### config.mk
export PLATFORM = sky130hd
export DESIGN_NAME = pipe_stage_reg_flat
export DESIGN_NICKNAME = d
export VERILOG_FILES = /design/src/rtl/pipe_stage_reg_pkg.sv /design/src/rtl/pipe_stage_reg_if.sv /design/src/rtl/pipe_stage_reg_sat_counter.sv /design/src/rtl/pipe_stage_reg.sv /design/src/flat_wrapper.sv
export SDC_FILE = /design/constraint.sdc
export NUM_CORES = 1
export LEC_CHECK = 0
export CAP_MARGIN = 20
export CORE_ASPECT_RATIO = 1.75
export CORE_MARGIN = 1.5
export CORE_UTILIZATION = 38
export DETAILED_ROUTE_END_ITERATION = 8
export GPL_TIMING_DRIVEN = 0
export PLACE_DENSITY = 0.87
export SLEW_MARGIN = 25
export SYNTH_ARGS = -nofsm -noshare
export SYNTH_HDL_FRONTEND = slang
export SYNTH_HIERARCHICAL = 1
export SYNTH_SLANG_ARGS = --single-unit
export TNS_END_PERCENT = 50
### constraint.sdc
create_clock -name clk -period 1.42 [get_ports clk]
set_input_delay 0.284 -clock clk [delete_from_list [all_inputs] [get_ports clk]]
set_output_delay 0.284 -clock clk [all_outputs]
set_load 0.01 [all_outputs]
### src/rtl/pipe_stage_reg_pkg.sv
// y86_pkg: shared Y86-64 status codes, instruction codes and register constants.
package y86_pkg;
    typedef enum logic [2:0] {SAOK = 3'd1, SADR = 3'd2, SINS = 3'd3, SHLT = 3'd4} stat_t;
    localparam logic [3:0] IHALT = 4'h0, INOP = 4'h1, IRRMOVQ = 4'h2, IIRMOVQ = 4'h3;
    localparam logic [3:0] IRMMOVQ = 4'h4, IMRMOVQ = 4'h5, IOPQ = 4'h6, IJXX = 4'h7;
    localparam logic [3:0] ICALL = 4'h8, IRET = 4'h9, IPUSHQ = 4'hA, IPOPQ = 4'hB;
    localparam logic [3:0] RNONE = 4'hF;
endpackage

### src/rtl/pipe_stage_reg_if.sv
// pipe_stage_if: incoming/outgoing fields and control of one pipeline stage register.
interface pipe_stage_if #(parameter int WORD_W = 64, parameter int REG_W = 4);
    logic [2:0] in_stat, out_stat;
    logic [3:0] in_icode, out_icode;
    logic in_Cnd, out_Cnd;
    logic [REG_W-1:0] in_dstE, in_dstM, out_dstE, out_dstM;
    logic [WORD_W-1:0] in_valA, in_valE, out_valA, out_valE;
    logic stall, bubble, conflict;
    modport master (
        output in_stat, in_icode, in_Cnd, in_dstE, in_dstM, in_valA, in_valE, stall, bubble,
        input out_stat, out_icode, out_Cnd, out_dstE, out_dstM, out_valA, out_valE, conflict
    );
    modport slave (
        input in_stat, in_icode, in_Cnd, in_dstE, in_dstM, in_valA, in_valE, stall, bubble,
        output out_stat, out_icode, out_Cnd, out_dstE, out_dstM, out_valA, out_valE, conflict
    );
endinterface

### src/rtl/pipe_stage_reg_sat_counter.sv
// sat_counter: event counter that clears on rst and sticks at all-ones instead of wrapping.
module sat_counter #(parameter int CNT_W = 32) (
    input  logic             clk,
    input  logic             rst,
    input  logic             inc,
    output logic [CNT_W-1:0] count
);
    always_ff @(posedge clk)
        if (rst) count <= '0;
        else if (inc && count != '1) count <= count + 1'b1;
endmodule

### src/rtl/pipe_stage_reg.sv
// pipe_stage_reg: Y86-64 stage register with stall/bubble and sticky conflict flag.
// Defining PIPE_STAGE_PERF_EN adds saturating stall/bubble event counters.
module pipe_stage_reg
    import y86_pkg::*;
#(
    parameter int WORD_W = 64,
    parameter int REG_W  = 4,
    parameter int CNT_W  = 32
) (
    input  logic             clk,
    input  logic             rst,
`ifdef PIPE_STAGE_PERF_EN
    output logic [CNT_W-1:0] perf_stalls,
    output logic [CNT_W-1:0] perf_bubbles,
`endif
    pipe_stage_if.slave      bus
);
    // A bubble outranks a stall, so a stall+bubble request still flushes the stage.
    always_ff @(posedge clk) begin
        if (rst || bus.bubble) begin
            bus.out_stat  <= SAOK;
            bus.out_icode <= INOP;
            bus.out_Cnd   <= 1'b0;
            bus.out_dstE  <= {REG_W{1'b1}};
            bus.out_dstM  <= {REG_W{1'b1}};
            bus.out_valA  <= {WORD_W{1'b0}};
            bus.out_valE  <= {WORD_W{1'b0}};
        end else if (!bus.stall) begin
            bus.out_stat  <= bus.in_stat;
            bus.out_icode <= bus.in_icode;
            bus.out_Cnd   <= bus.in_Cnd;
            bus.out_dstE  <= bus.in_dstE;
            bus.out_dstM  <= bus.in_dstM;
            bus.out_valA  <= bus.in_valA;
            bus.out_valE  <= bus.in_valE;
        end
        if (rst) bus.conflict <= 1'b0;
        else if (bus.stall && bus.bubble) bus.conflict <= 1'b1;
    end
`ifdef PIPE_STAGE_PERF_EN
    sat_counter #(.CNT_W(CNT_W)) u_stalls (
        .clk(clk), .rst(rst), .inc(bus.stall && !bus.bubble), .count(perf_stalls)
    );
    sat_counter #(.CNT_W(CNT_W)) u_bubbles (
        .clk(clk), .rst(rst), .inc(bus.bubble), .count(perf_bubbles)
    );
`endif
endmodule

### src/flat_wrapper.sv
// flat-port wrapper written by rule: the top's interface ports become plain ports
module pipe_stage_reg_flat import y86_pkg::*;
#(
    parameter int WORD_W = 64,
    parameter int REG_W  = 4,
    parameter int CNT_W  = 32
)
  (clk, rst, bus_in_stat, bus_in_icode, bus_in_Cnd, bus_in_dstE, bus_in_dstM, bus_in_valA, bus_in_valE, bus_stall, bus_bubble, bus_out_stat, bus_out_icode, bus_out_Cnd, bus_out_dstE, bus_out_dstM, bus_out_valA, bus_out_valE, bus_conflict);
  pipe_stage_if #(.WORD_W(WORD_W), .REG_W(REG_W)) bus_i ();
  input  logic clk;
  input  logic rst;
  input wire logic [$bits(bus_i.in_stat)-1:0] bus_in_stat;
  input wire logic [$bits(bus_i.in_icode)-1:0] bus_in_icode;
  input wire logic [$bits(bus_i.in_Cnd)-1:0] bus_in_Cnd;
  input wire logic [$bits(bus_i.in_dstE)-1:0] bus_in_dstE;
  input wire logic [$bits(bus_i.in_dstM)-1:0] bus_in_dstM;
  input wire logic [$bits(bus_i.in_valA)-1:0] bus_in_valA;
  input wire logic [$bits(bus_i.in_valE)-1:0] bus_in_valE;
  input wire logic [$bits(bus_i.stall)-1:0] bus_stall;
  input wire logic [$bits(bus_i.bubble)-1:0] bus_bubble;
  output wire logic [$bits(bus_i.out_stat)-1:0] bus_out_stat;
  output wire logic [$bits(bus_i.out_icode)-1:0] bus_out_icode;
  output wire logic [$bits(bus_i.out_Cnd)-1:0] bus_out_Cnd;
  output wire logic [$bits(bus_i.out_dstE)-1:0] bus_out_dstE;
  output wire logic [$bits(bus_i.out_dstM)-1:0] bus_out_dstM;
  output wire logic [$bits(bus_i.out_valA)-1:0] bus_out_valA;
  output wire logic [$bits(bus_i.out_valE)-1:0] bus_out_valE;
  output wire logic [$bits(bus_i.conflict)-1:0] bus_conflict;
  assign bus_i.in_stat = bus_in_stat;
  assign bus_i.in_icode = bus_in_icode;
  assign bus_i.in_Cnd = bus_in_Cnd;
  assign bus_i.in_dstE = bus_in_dstE;
  assign bus_i.in_dstM = bus_in_dstM;
  assign bus_i.in_valA = bus_in_valA;
  assign bus_i.in_valE = bus_in_valE;
  assign bus_i.stall = bus_stall;
  assign bus_i.bubble = bus_bubble;
  assign bus_out_stat = bus_i.out_stat;
  assign bus_out_icode = bus_i.out_icode;
  assign bus_out_Cnd = bus_i.out_Cnd;
  assign bus_out_dstE = bus_i.out_dstE;
  assign bus_out_dstM = bus_i.out_dstM;
  assign bus_out_valA = bus_i.out_valA;
  assign bus_out_valE = bus_i.out_valE;
  assign bus_conflict = bus_i.conflict;
  pipe_stage_reg #(.WORD_W(WORD_W), .REG_W(REG_W), .CNT_W(CNT_W)) u_core (.clk(clk), .rst(rst), .bus(bus_i));
endmodule
==> run summary <==
#FFs+latches synth -> 145
status -> finished, final reports clean
Worst Path Arrival -> 1.63 ns
via count -> 4426
peak supply drop -> 827.4 uV
Max-Cap Viols -> 0
post-synth top area share -> 0.5674
port bufs -> 291
HP Class -> in -> reg
sequential area share after synthesis -> 0.5674
Cell Int Power -> 8.043 mW
Final Hold Fails -> 0
Yosys Warn Count -> 6
DRT met1 WL -> 5361 um
drt drc -> 0
initial core utilization -> 0.3934
site row count -> 55
post-layout util -> 0.6688
sequential power share -> 0.415
vias in the first global route -> 4890
critical path's slowest cell -> clkdlybuf4s50_1
Antenna Nets Post-Route -> 0
total track usage -> 0.2200
CTS buffer count -> 17
Via density -> 4.610
first-pass GRT wire length -> 24210 um
Setup WS post-layout -> 0.06402 ns
CTS max path bufs -> 2
TritonRoute pass-1 iters -> 4
DIE WIDTH -> 90.71 um
WHS -> 0.4497 ns
I/O pin count -> 293
Peak Freq -> 737.5 MHz
Synth Net Count -> 616
Crit Path Max Fanout -> 10
DR top layer -> met4
die area -> 14200 um2
share of cells above drive strength 1 -> 0.06971
largest area contributor in the netlist -> dfxtp_1
Post-DP HPWL -> 12410 um
dpl ws -> -0.3738 ns
post-placement cell count -> 930
Tightest Pin Transition -> 0.6811 ns
setup TNS -> 0 ns
post-route minimum period -> 1.356 ns
sw frac -> 0.2190
crit-path cells -> clkdlybuf4s50_1 > or2_1 > buf_2 > clkbuf_1 > nor2_1
Worst-Skew Late Latency -> 0.40 ns
area grow syn2layout -> 70.02%
Post-Syn Area -> 5116 um2
DIE HEIGHT -> 156.5 um
Avg Cell Area, Syn -> 10.93 um2
Comb pwr share -> 0.117
critical path class -> in -> reg
initial antenna violation count -> 0
number of max-slew violations in the final report -> 0
Crit path required time -> 1.70 ns
GP Congestion -> 0.7759
Overflow after GRT -> 0
top cells by area, synth -> dfxtp_1 57%, mux2i_1 28%, nor2_1 10%, buf_6 1.8%, buf_2 1.1%
CTS tree -> done
Fin Clk Skew -> 0 ns
wire length on met2 -> 8584 um
DRT iter0 DRCs -> 106
drt total wl -> 15720 um
met3 WL -> 1324 um
Layout Nets -> 926
Setup crit start kind -> input pin
placed inst area -> 8243 um2
root buffer cell -> clkbuf_16
sw power -> 2.256 mW
Cells after Synth -> 468
postcts setup bufs -> 0
Clock transition at path regs -> 0.06 ns
H-Tree Level Count -> 4
Clock Power Share -> 0.468
Design Area, Final -> 8698 um2
Post-Layout Cell Count -> 960
core footprint -> 13010 um2
largest net degree at the start of global routing -> 17
Yosys cell types -> 10
DR WL/cell -> 16.37 um
CP peak stage delay -> 0.49 ns
# setup viols final -> 0
Tot Pwr -> 10.30 mW
Rel. slew slack -> 0.5443
Crit. End Element -> flop
CTS Sinks -> 145
antenna cell count -> 0
P per Cell Area -> 1184 nW/um2
Leak Pwr -> 4.304 nW
unrepaired setup endpoints after global routing -> false
crit share post-route -> 0.9549
## timing repair
item	4_1_cts	5_1_grt
cloned	0	0
endpoints found under the setup margin	145	12
gates resized for setup	145	4
hold buffers	0	0
## layout by cell type (no fill, tap or decap)
cell	netlist	layout
a21oi_1	1	1
buf_1	0	1
buf_2	11	11
buf_4	6	6
buf_6	8	8
bufinv_16	0	5
clkbuf_1	6	5
clkbuf_16	0	17
clkbuf_2	0	1
clkdlybuf4s15_1	0	1
clkdlybuf4s50_1	0	146
clkinv_2	0	1
clkinvlp_4	0	2
dfxtp_1	145	145
dlygate4sd2_1	0	144
inv_6	0	4
mux2i_1	144	144
nand2_1	10	10
nor2_1	136	136
or2_1	1	1
## cell families after synthesis
group                  Yosys count  synth area share
AOI/OAI and AO/OA                1         0.0009773
buffers and inverters           31           0.04157
DFF                            145            0.5674
muxes                          144            0.2817
and+or+nand+nor                147            0.1083
## worst max-delay path: cells and delay by family
kind / cells / cell delay (ns)
buffers and inverters: 3 / 1.12
and+or+nand+nor: 2 / 0.22
## flip-flops by register name, summed over array words and instances (netlist names)
signal                count
u_core/bus.conflict       1
u_core/bus.out_Cnd        1
u_core/bus.out_dstE       4
u_core/bus.out_dstM       4
u_core/bus.out_icode      4
u_core/bus.out_stat       3
u_core/bus.out_valA      64
u_core/bus.out_valE      64
## layout make-up
| type | instances | area [um2] |
|---|---|---|
| Buffer | 31 | 214.0 |
| Timing Repair Buffer | 291 | 2733 |
| Multi-Input combinational cell | 292 | 2001 |
| Tap cell | 171 | 214.0 |
| Clock buffer | 18 | 429.2 |
| Sequential cell | 145 | 2903 |
| Fill cell | 1036 | 4308 |
| Clock inverter | 12 | 205.2 |
## synth_stat cells, drive strengths merged
cell type / number
dfxtp: 145
mux2i: 144
nor2: 136
buf: 25
nand2: 10
clkbuf: 6
a21oi: 1
or2: 1
## per-layer routing
layer / track usage / vias up
met3: 0.08017 / 33
met1: 0.1980 / 2000
met2: 0.4289 / 230
met4: 0.09675 / 0
li1: - / 2163
met5: 0 / -
## worst paths after layout
kind / startpoint / to / slack [ns] / cells after the start
hold / removal: bus_stall / u_core/bus.out_stat[2] / 0.45 / 4
setup / recovery: rst / u_core/bus.out_valE[46] / 0.06 / 5
hold reg to reg: u_core/bus.out_dstE[2] / u_core/bus.out_dstE[2] / 0.48 / 2
setup reg to reg: u_core/bus.out_dstE[1] / u_core/bus.out_dstE[1] / 0.73 / 2
## power by group through the flow
stage | registers [mW] | clock network, mW | logic [mW]
after global routing | 4.29 | 5.09 | 1.29
after detailed placement | 4.37 | 0 | 1.30
after global placement | 4.36 | 0 | 1.26
after floorplan | 4.42 | 0 | 0.452
after CTS | 4.28 | 4.93 | 1.21
final | 4.27 | 4.82 | 1.21
No activity file was read; power rests on OpenSTA's default activity.
